[src/rtl/fp16_pkg.sv]
// Shared fp16 field layout, special encodings and sequencer state for the adder front-end.
package fp16_pkg;
  localparam int SIGN   = 15;
  localparam int EXP_HI = 14;
  localparam int EXP_LO = 10;
  localparam int MAN_HI = 9;

  localparam logic [4:0]  EXP_MAX  = 5'd31;
  localparam logic [15:0] QNAN_DEF = 16'h7E00;
  localparam logic [15:0] POS_INF  = 16'h7C00;
  localparam logic [15:0] NEG_INF  = 16'hFC00;

  typedef enum logic [2:0] {
    IDLE,
    CLASS,
    ADD,
    CHECK,
    DONE
  } state_t;

  typedef struct packed {
    logic inv;
    logic ovf;
    logic unf;
    logic zero;
  } flags_t;
endpackage

[src/rtl/fp16_classify.sv]
// Combinational fp16 operand classifier; with FTZ any exp==0 encoding counts as zero.
module fp16_classify
  import fp16_pkg::*;
#(
  parameter bit FTZ = 1'b1
) (
  input  logic [15:0] x,
  output logic        is_nan,
  output logic        is_inf,
  output logic        is_zero,
  output logic        sign,
  output logic [4:0]  exp
);
  logic man_nz;

  assign exp     = x[EXP_HI:EXP_LO];
  assign sign    = x[SIGN];
  assign man_nz  = |x[MAN_HI:0];
  assign is_nan  = (exp == EXP_MAX) && man_nz;
  assign is_inf  = (exp == EXP_MAX) && !man_nz;
  assign is_zero = (exp == 5'd0) && (FTZ || !man_nz);
endmodule

[src/rtl/fp16_add_sequencer.sv]
// Multicycle front-end for an external combinational fp16 adder: resolves special
// operands locally, feeds the adder magnitude-ordered operands and post-checks its sum.
module fp16_add_sequencer
  import fp16_pkg::*;
#(
  parameter logic [15:0] QNAN = QNAN_DEF,
  parameter bit          FTZ  = 1'b1
) (
  input  logic        clk,
  input  logic        reset,
  input  logic        start,
  input  logic [15:0] op_a,
  input  logic [15:0] op_b,
  output logic        busy,
  output logic        done,
  output logic [15:0] result,
  output logic        flag_inv,
  output logic        flag_ovf,
  output logic        flag_unf,
  output logic        flag_zero,
  output logic [15:0] add_a,
  output logic [15:0] add_b,
  input  logic [15:0] add_sum
);
  state_t state, state_nx;
  logic [15:0] a_q, b_q, sum_q;
  flags_t flags;

  logic [1:0][15:0] ops;
  logic [1:0]       nan, inf, zero, sgn;
  logic [1:0][4:0]  ex;

  assign ops = {b_q, a_q};

  for (genvar i = 0; i < 2; i++) begin : g_cls
    fp16_classify #(.FTZ(FTZ)) u_cls (
      .x(ops[i]), .is_nan(nan[i]), .is_inf(inf[i]),
      .is_zero(zero[i]), .sign(sgn[i]), .exp(ex[i])
    );
  end

  logic        byp;
  logic [15:0] byp_res;
  flags_t      byp_flags;

  always_comb begin
    byp       = 1'b1;
    byp_res   = 16'h0000;
    byp_flags = '0;
    if (|nan) begin
      byp_res       = QNAN;
      byp_flags.inv = 1'b1;
    end else if ((&inf) && (sgn[0] != sgn[1])) begin
      byp_res       = QNAN;
      byp_flags.inv = 1'b1;
    end else if (inf[0]) begin
      byp_res = a_q;
    end else if (inf[1]) begin
      byp_res = b_q;
    end else if (&zero) begin
      byp_res        = {&sgn, 15'b0};
      byp_flags.zero = 1'b1;
    end else if (zero[0]) begin
      byp_res = b_q;
    end else if (zero[1]) begin
      byp_res = a_q;
    end else begin
      byp = 1'b0;
    end
  end

  // A cancelling subtract can wrap the adder's exponent below zero, which shows up
  // as an exponent far above what the operands could produce.
  logic [4:0]  e_s, emax;
  logic        s_s;
  logic [15:0] chk_res;
  flags_t      chk_flags;

  assign e_s  = sum_q[EXP_HI:EXP_LO];
  assign s_s  = sum_q[SIGN];
  assign emax = (ex[0] > ex[1]) ? ex[0] : ex[1];

  always_comb begin
    chk_res   = sum_q;
    chk_flags = '0;
    if (sum_q == 16'h0000) begin
      chk_res        = 16'h0000;
      chk_flags.zero = 1'b1;
    end else if ({1'b0, e_s} > ({1'b0, emax} + 6'd1)) begin
      chk_res        = {s_s, 15'b0};
      chk_flags.unf  = 1'b1;
      chk_flags.zero = 1'b1;
    end else if (e_s == EXP_MAX) begin
      chk_res       = {s_s, EXP_MAX, 10'h000};
      chk_flags.ovf = 1'b1;
    end else if (e_s == 5'd0) begin
      chk_res        = {s_s, 15'b0};
      chk_flags.unf  = 1'b1;
      chk_flags.zero = 1'b1;
    end
  end

  always_comb begin
    state_nx = state;
    case (state)
      IDLE:    if (start) state_nx = CLASS;
      CLASS:   state_nx = byp ? DONE : ADD;
      ADD:     state_nx = CHECK;
      CHECK:   state_nx = DONE;
      DONE:    state_nx = IDLE;
      default: state_nx = IDLE;
    endcase
  end

  always_ff @(posedge clk or posedge reset) begin
    if (reset) begin
      state  <= IDLE;
      a_q    <= 16'h0000;
      b_q    <= 16'h0000;
      sum_q  <= 16'h0000;
      add_a  <= 16'h0000;
      add_b  <= 16'h0000;
      result <= 16'h0000;
      flags  <= '0;
    end else begin
      state <= state_nx;
      case (state)
        IDLE: if (start) begin
          a_q   <= op_a;
          b_q   <= op_b;
          flags <= '0;
        end
        CLASS: if (byp) begin
          result <= byp_res;
          flags  <= byp_flags;
        end else if (a_q[EXP_HI:0] >= b_q[EXP_HI:0]) begin
          add_b <= a_q;
          add_a <= b_q;
        end else begin
          add_b <= b_q;
          add_a <= a_q;
        end
        ADD:   sum_q <= add_sum;
        CHECK: begin
          result <= chk_res;
          flags  <= chk_flags;
        end
        default: ;
      endcase
    end
  end

  assign busy      = (state != IDLE);
  assign done      = (state == DONE);
  assign flag_inv  = flags.inv;
  assign flag_ovf  = flags.ovf;
  assign flag_unf  = flags.unf;
  assign flag_zero = flags.zero;
endmodule
[config.mk]
export PLATFORM = sky130hd
export DESIGN_NAME = fp16_add_sequencer
export DESIGN_NICKNAME = d
export VERILOG_FILES = /design/src/rtl/fp16_pkg.sv /design/src/rtl/fp16_classify.sv /design/src/rtl/fp16_add_sequencer.sv
export SDC_FILE = /design/constraint.sdc
export NUM_CORES = 1
export LEC_CHECK = 0
export CAP_MARGIN = 20
export CORE_MARGIN = 5
export CORE_UTILIZATION = 50
export CTS_BUF_LIST = sky130_fd_sc_hd__clkbuf_4 sky130_fd_sc_hd__clkbuf_8 sky130_fd_sc_hd__clkbuf_16
export DETAILED_ROUTE_END_ITERATION = 16
export GPL_TIMING_DRIVEN = 0
export HOLD_SLACK_MARGIN = 0.1
export PLACE_DENSITY_LB_ADDON = 0.05
export SYNTH_ARGS = -nofsm -noshare
export SYNTH_HDL_FRONTEND = slang
export SYNTH_SLANG_ARGS = --single-unit
[constraint.sdc]
create_clock -name clk -period 12.75 [get_ports clk]
set_input_delay 3.825 -clock clk [delete_from_list [all_inputs] [get_ports clk]]
set_output_delay 3.825 -clock clk [all_outputs]
set_load 0.03 [all_outputs]
Yosys cells after proc, flatten, opt, wreduce, memory -nomap -nowiden
Index checks and enable logic that the tools add are counted.
Storage, ports and cells
  register bits after elaboration: 103
  bits in latches: 0
  RAM bits: 0
  ROM bits: 0
  input bits: 51
  output and inout bits: 54
  memories kept: 0
Cells by class
  add/subtract/negate cells: 1
  multiply operators: 0
  div/mod/pow operators: 0
  order comparisons: 3
  equal/unequal tests: 10
  shift operators: 0
  mux-type cells: 43
  bitwise operators: 1
  reduce and logical (&&, ||, !) cells: 25
Operator list (number)
  $mux 16: 11
  $mux 15: 3
  $pmux 16 s2: 1
  $reduce_or 10->1: 2
  $mux 1: 17
  $logic_not 16->1: 1
  $eq 5x5->1 const B: 3
  $ge 15x15->1: 1
  $logic_not 5->1: 3
  $pmux 3 s4: 1
  $pmux 4 s3: 1
  $reduce_and 2->1: 6
  $mux 2: 4
  $mux 4: 2
  $add 5x1->6 const B: 1
  $eq 3x2->1 const B: 2
  $gt 5x6->1: 1
  $mux 3: 2
  $reduce_bool 3->1: 2
  $gt 5x5->1: 1
  $logic_and 1x1->1: 5
  $mux 5: 1
  $ne 2x2->1 const B: 2
  $eq 3x1->1 const B: 1
  other kinds (8): 9

Longest topological paths before layout
Gate-level depths: netlist of run 1.
  depth in word-level cells: 10
  mapped depth: 21
  depth with buffers taken out: 19

Modules after synthesis
A second synthesis of run 1 with hierarchy kept.
Second synthesis, totals
  cell total of the unflattened synthesis: 537
  area, all modules: 5549.1 um2
Modules (own cells, without submodules)
  fp16_add_sequencer: times used 1, cells each 505, area an instance 5348.9 um2, seq. area each 2577.5 um2
  fp16_classify: times used 2, cells each 16, area an instance 100.1 um2, seq. area each 0.0 um2

Worst setup path after synthesis of run 1
Ideal clock, no wire load.
  path kind: reg2out
  start: reg state[1]
  end: out done
  arrival: 1.303 ns
  path slack: 7.622 ns
  stages on the path, launching flop included: 3
  buffers on the path: 1
  cells stage by stage: dfrtp_1 > clkbuf_1 > nor3b_1
Between the ends
  longest elaborated chain between the ends: 1
RTL lines
  start: declaration: line fp16_add_sequencer.sv:25  | state_t state, state_nx;
  start signal: assignment: line fp16_add_sequencer.sv:126  | state <= state_nx;
  $eq 3x3->1: line fp16_add_sequencer.sv:154  | assign done = (state == DONE);
  end: declaration: line fp16_add_sequencer.sv:15  | output logic done,
Every way passes these cells.

Worst setup path in the final report of run 1
Ends and elaborated chain as after synthesis.

==> results by group, run 1 <==
Outcome
  • Outcome: complete, no violations

STA
  • Worst hold slack: 0.515 ns
  • Final Hold Vio Count: 0
  • Worst-margin pin slew: 0.968 ns
  • RSZ-0062 raised after global routing: false
  • Slew margin rel.: 35.5%
  • Min cycle time layout: 5.83 ns
  • Final setup fails: 0
  • Share of the cycle needed by the critical path after routing: 45.7%
  • Worst Skew: 0.00933 ns
  • Setup ws final: 6.92 ns
  • Setup TNS: 0 ns
  • Peak Freq: 0.172 GHz
  • Final count of pins violating max slew: 0

Worst setup path
  • Critical Path Source Type: flop
  • Req. time, crit path: 8.92 ns
  • Critical Path Fanout Max: 10
  • Worst Setup Path Type: reg2out
  • Setup crit end kind: output port
  • Worst path max stage delay: 0.72 ns
  • CP cell instances: clkbuf_1 > nor3b_1 > clkdlybuf4s50_1
  • CP delay by family, top: buffers and inverters
  • CP bufs+invs: 2
  • Critical path arrival: 2.00 ns
  • Worst path slowest cell: clkdlybuf4s50_1

Logic synthesis
  • Async S/R FF share, synth: 100%
  • #FFs+latches synth: 103
  • Top-area cell type share of the netlist area: 47.0%
  • Post-synth top area cell: dfrtp_1
  • Synth Net Count: 643
  • Yosys Warn Count: 0
  • Synth top cells by count: dfrtp_1 (103), o21ai_0 (60), nor2_1 (55), a21oi_1 (47)
  • Cells after Synth: 569
  • Synth cell types: 52
  • Post-synth EDFFs: 0
  • Synth Cell Area: 5490 um^2
  • Sequential fraction of the synthesis area: 47.0%
  • Count leader, synth: dfrtp_1
  • Top FF cell, synth: dfrtp_1
  • Synthesized area per cell: 9.64 um^2
  • Largest cells by area after synthesis: dfrtp_1 (47%), mux2_2 (6.4%), o21ai_0 (5.5%), ha_1 (5.2%), a21oi_1 (4.3%)

Layout
  • Layout cell share with drive strength beyond 1: 9.28%
  • Area grow syn2layout: 26.9%
  • Finished Cell Area: 6970 um^2
  • Nets: 759
  • Diode count: 0

Die
  • # IOs: 105
  • Die area: 13200 um^2
  • Core Region: 10800 um^2
  • Die height: 115 um
  • Initial core utilization: 50.8%
  • Row cnt: 38
  • Die Width: 115 um

Power and ir drop
  • P per Cell Area: 316 nW/um^2
  • Overall power: 2200 uW
  • LEAKAGE: 0.00286 uW
  • VDD IR max: 201 uV

Drt
  • DR WL/cell: 20.3 um
  • DRC violations left: 0
  • Vias post-DR: 5065
  • First-pass iteration count of the detailed router: 5
  • Max Used Layer: met4
  • Metal-1 WL: 7130 um
  • Wire length on met2: 7800 um
  • Wire length on met3: 1470 um
  • 1st-iter DRT viols: 361
  • DRT Wirelength: 16800 um
  • Antenna viol nets, final: 0
  • Vias/cell: 6.10

CTS
  • Bufs on Longest Clock Path: 2
  • Resize count post-CTS: 0
  • Register clock-pin slew on the reported worst setup and hold paths: 0.09 ns
  • Clk sinks: 103
  • TritonCTS clock tree: built
  • CTS Buf Count: 9
  • Clk_lat worst skew: 0.39 ns
  • CTS H-Tree Depth: 3
  • Clk root buf: clkbuf_8
  • CTS Hold Bufs: 0
  • Post-CTS Setup Inserts: 0

Placed design
  • Placer Congestion: 0.937
  • Placed cell area: 6730 um^2
  • DP Wirelength: 12400 um
  • Port-buffer cells: 104
  • Post-Place Worst Slack: 6.79 ns

Min path
  • Hold Path Class: reg2reg

Global routing
  • Largest net degree at the start of global routing: 63
  • Grt ovf: 0
  • Vias in the first global route: 5073
  • First-pass GRT wire length: 26500 um
  • Tot GR Track Use: 26.3%
  • Initial antenna violation count: 0

Flow run
  • Max-cap viol count: 0
==> routing by layer <==
metal  global-route usage [%]  vias up
met4                     9.15        0
met2                     41.5      230
met1                     35.6     2482
met5                        0        -
li1                         -     2320
met3                     6.53       33
==> path summary, 6_finish.rpt <==
kind | slack (ns) | start | endpoint | cells past startpoint
max | 6.92 | state[1] | done | 3
min | 0.51 | result[14] | result[14] | 1
max reg2reg | 7.73 | b_q[14] | result[2] | 20
min reg2reg | 0.51 | result[14] | result[14] | 1
max in group asynchronous | 8.22 | reset | result[11] | 3
min in group asynchronous | 3.83 | reset | a_q[3] | 2
==> final cells by class <==
| cell class | instances | area (um^2) |
|---|---|---|
| Buffer | 36 | 165 |
| Clock buffer | 11 | 151 |
| Clock inverter | 5 | 80.1 |
| Fill cell | 941 | 3830 |
| Inverter | 25 | 96.3 |
| Multi-Input combinational cell | 405 | 2650 |
| Sequential cell | 103 | 2580 |
| Tap cell | 140 | 175 |
| Timing Repair Buffer | 105 | 1070 |
==> cell usage in the layout (no fill, tap or decap), drive strengths merged, types with 3 or more instances in the layout <==
master	netlist	final
nor3	9	9
ha	23	23
a221o	17	17
a31oi	34	34
mux2	31	31
a22oi	5	5
clkdlybuf4s50	0	104
and3	3	3
o21ai	63	63
nor4	7	7
or3	4	4
clkbuf	28	39
a32oi	4	4
nand4	3	3
nand2b	3	3
xnor2	3	3
inv	25	25
and4	3	3
dfrtp	103	103
nand3	10	10
nand2	34	34
a22o	7	7
nor2b	3	3
a21oi	47	47
nor2	55	55
buf	8	9
and2	8	8
==> stage by stage <==
step	std cells	util [%]
finish	830	64.5
global route	830	64.5
CTS	830	64.5
detailed placement	814	62.4
global placement	813	62.1
floorplan	569	-
==> cell families after synthesis <==
family,Yosys count,share of synthesized area [%]
muxes,33,6.73
AOI/OAI and AO/OA,194,22.2
buffers and inverters,61,4.72
and+or+nand+nor,150,13.4
adders and majority gates,23,5.24
xor gates and xnor gates,5,0.798
DFF,103,47.0
==> report_power, final <==
group	switching (uW)	leakage, uW	internal, uW
clock network	116	0.000112	121
registers	196	0.00123	486
logic	754	0.00152	529
==> sequential cells by signal, indices dropped and copies added, names as in the netlist <==
name	count
add_b	16
flag_inv	1
result	16
flag_unf	1
add_a	16
flag_ovf	1
state	3
flag_zero	1
sum_q	16
a_q	16
b_q	16
Power figures use the tool's default switching activity.
==> run 2: changes to the inputs <==
==> constraint.sdc (replaced) <==
create_clock -name clk -period 6 [get_ports clk]
set_input_delay 1.8 -clock clk [delete_from_list [all_inputs] [get_ports clk]]
set_output_delay 1.8 -clock clk [all_outputs]
set_load 0.03 [all_outputs]
==> results of run 2 <==
Same layout as run 1 (identical final DEF). Status: complete, no violations.
Among the figures that moved: setup slack after placement 6.79 ns -> 1.12 ns; clock-pin slew on the worst setup and hold paths 0.09 ns -> 0.10 ns; setup slack after layout 6.92 ns -> 0.985 ns; start point of the critical path state[1] -> b_q[14]; end point of the critical path done -> result[2]; register-to-register setup slack 7.73 ns -> 0.98 ns; total power 2200 uW -> 4680 uW; worst IR drop on VDD 201 uV -> 427 uV
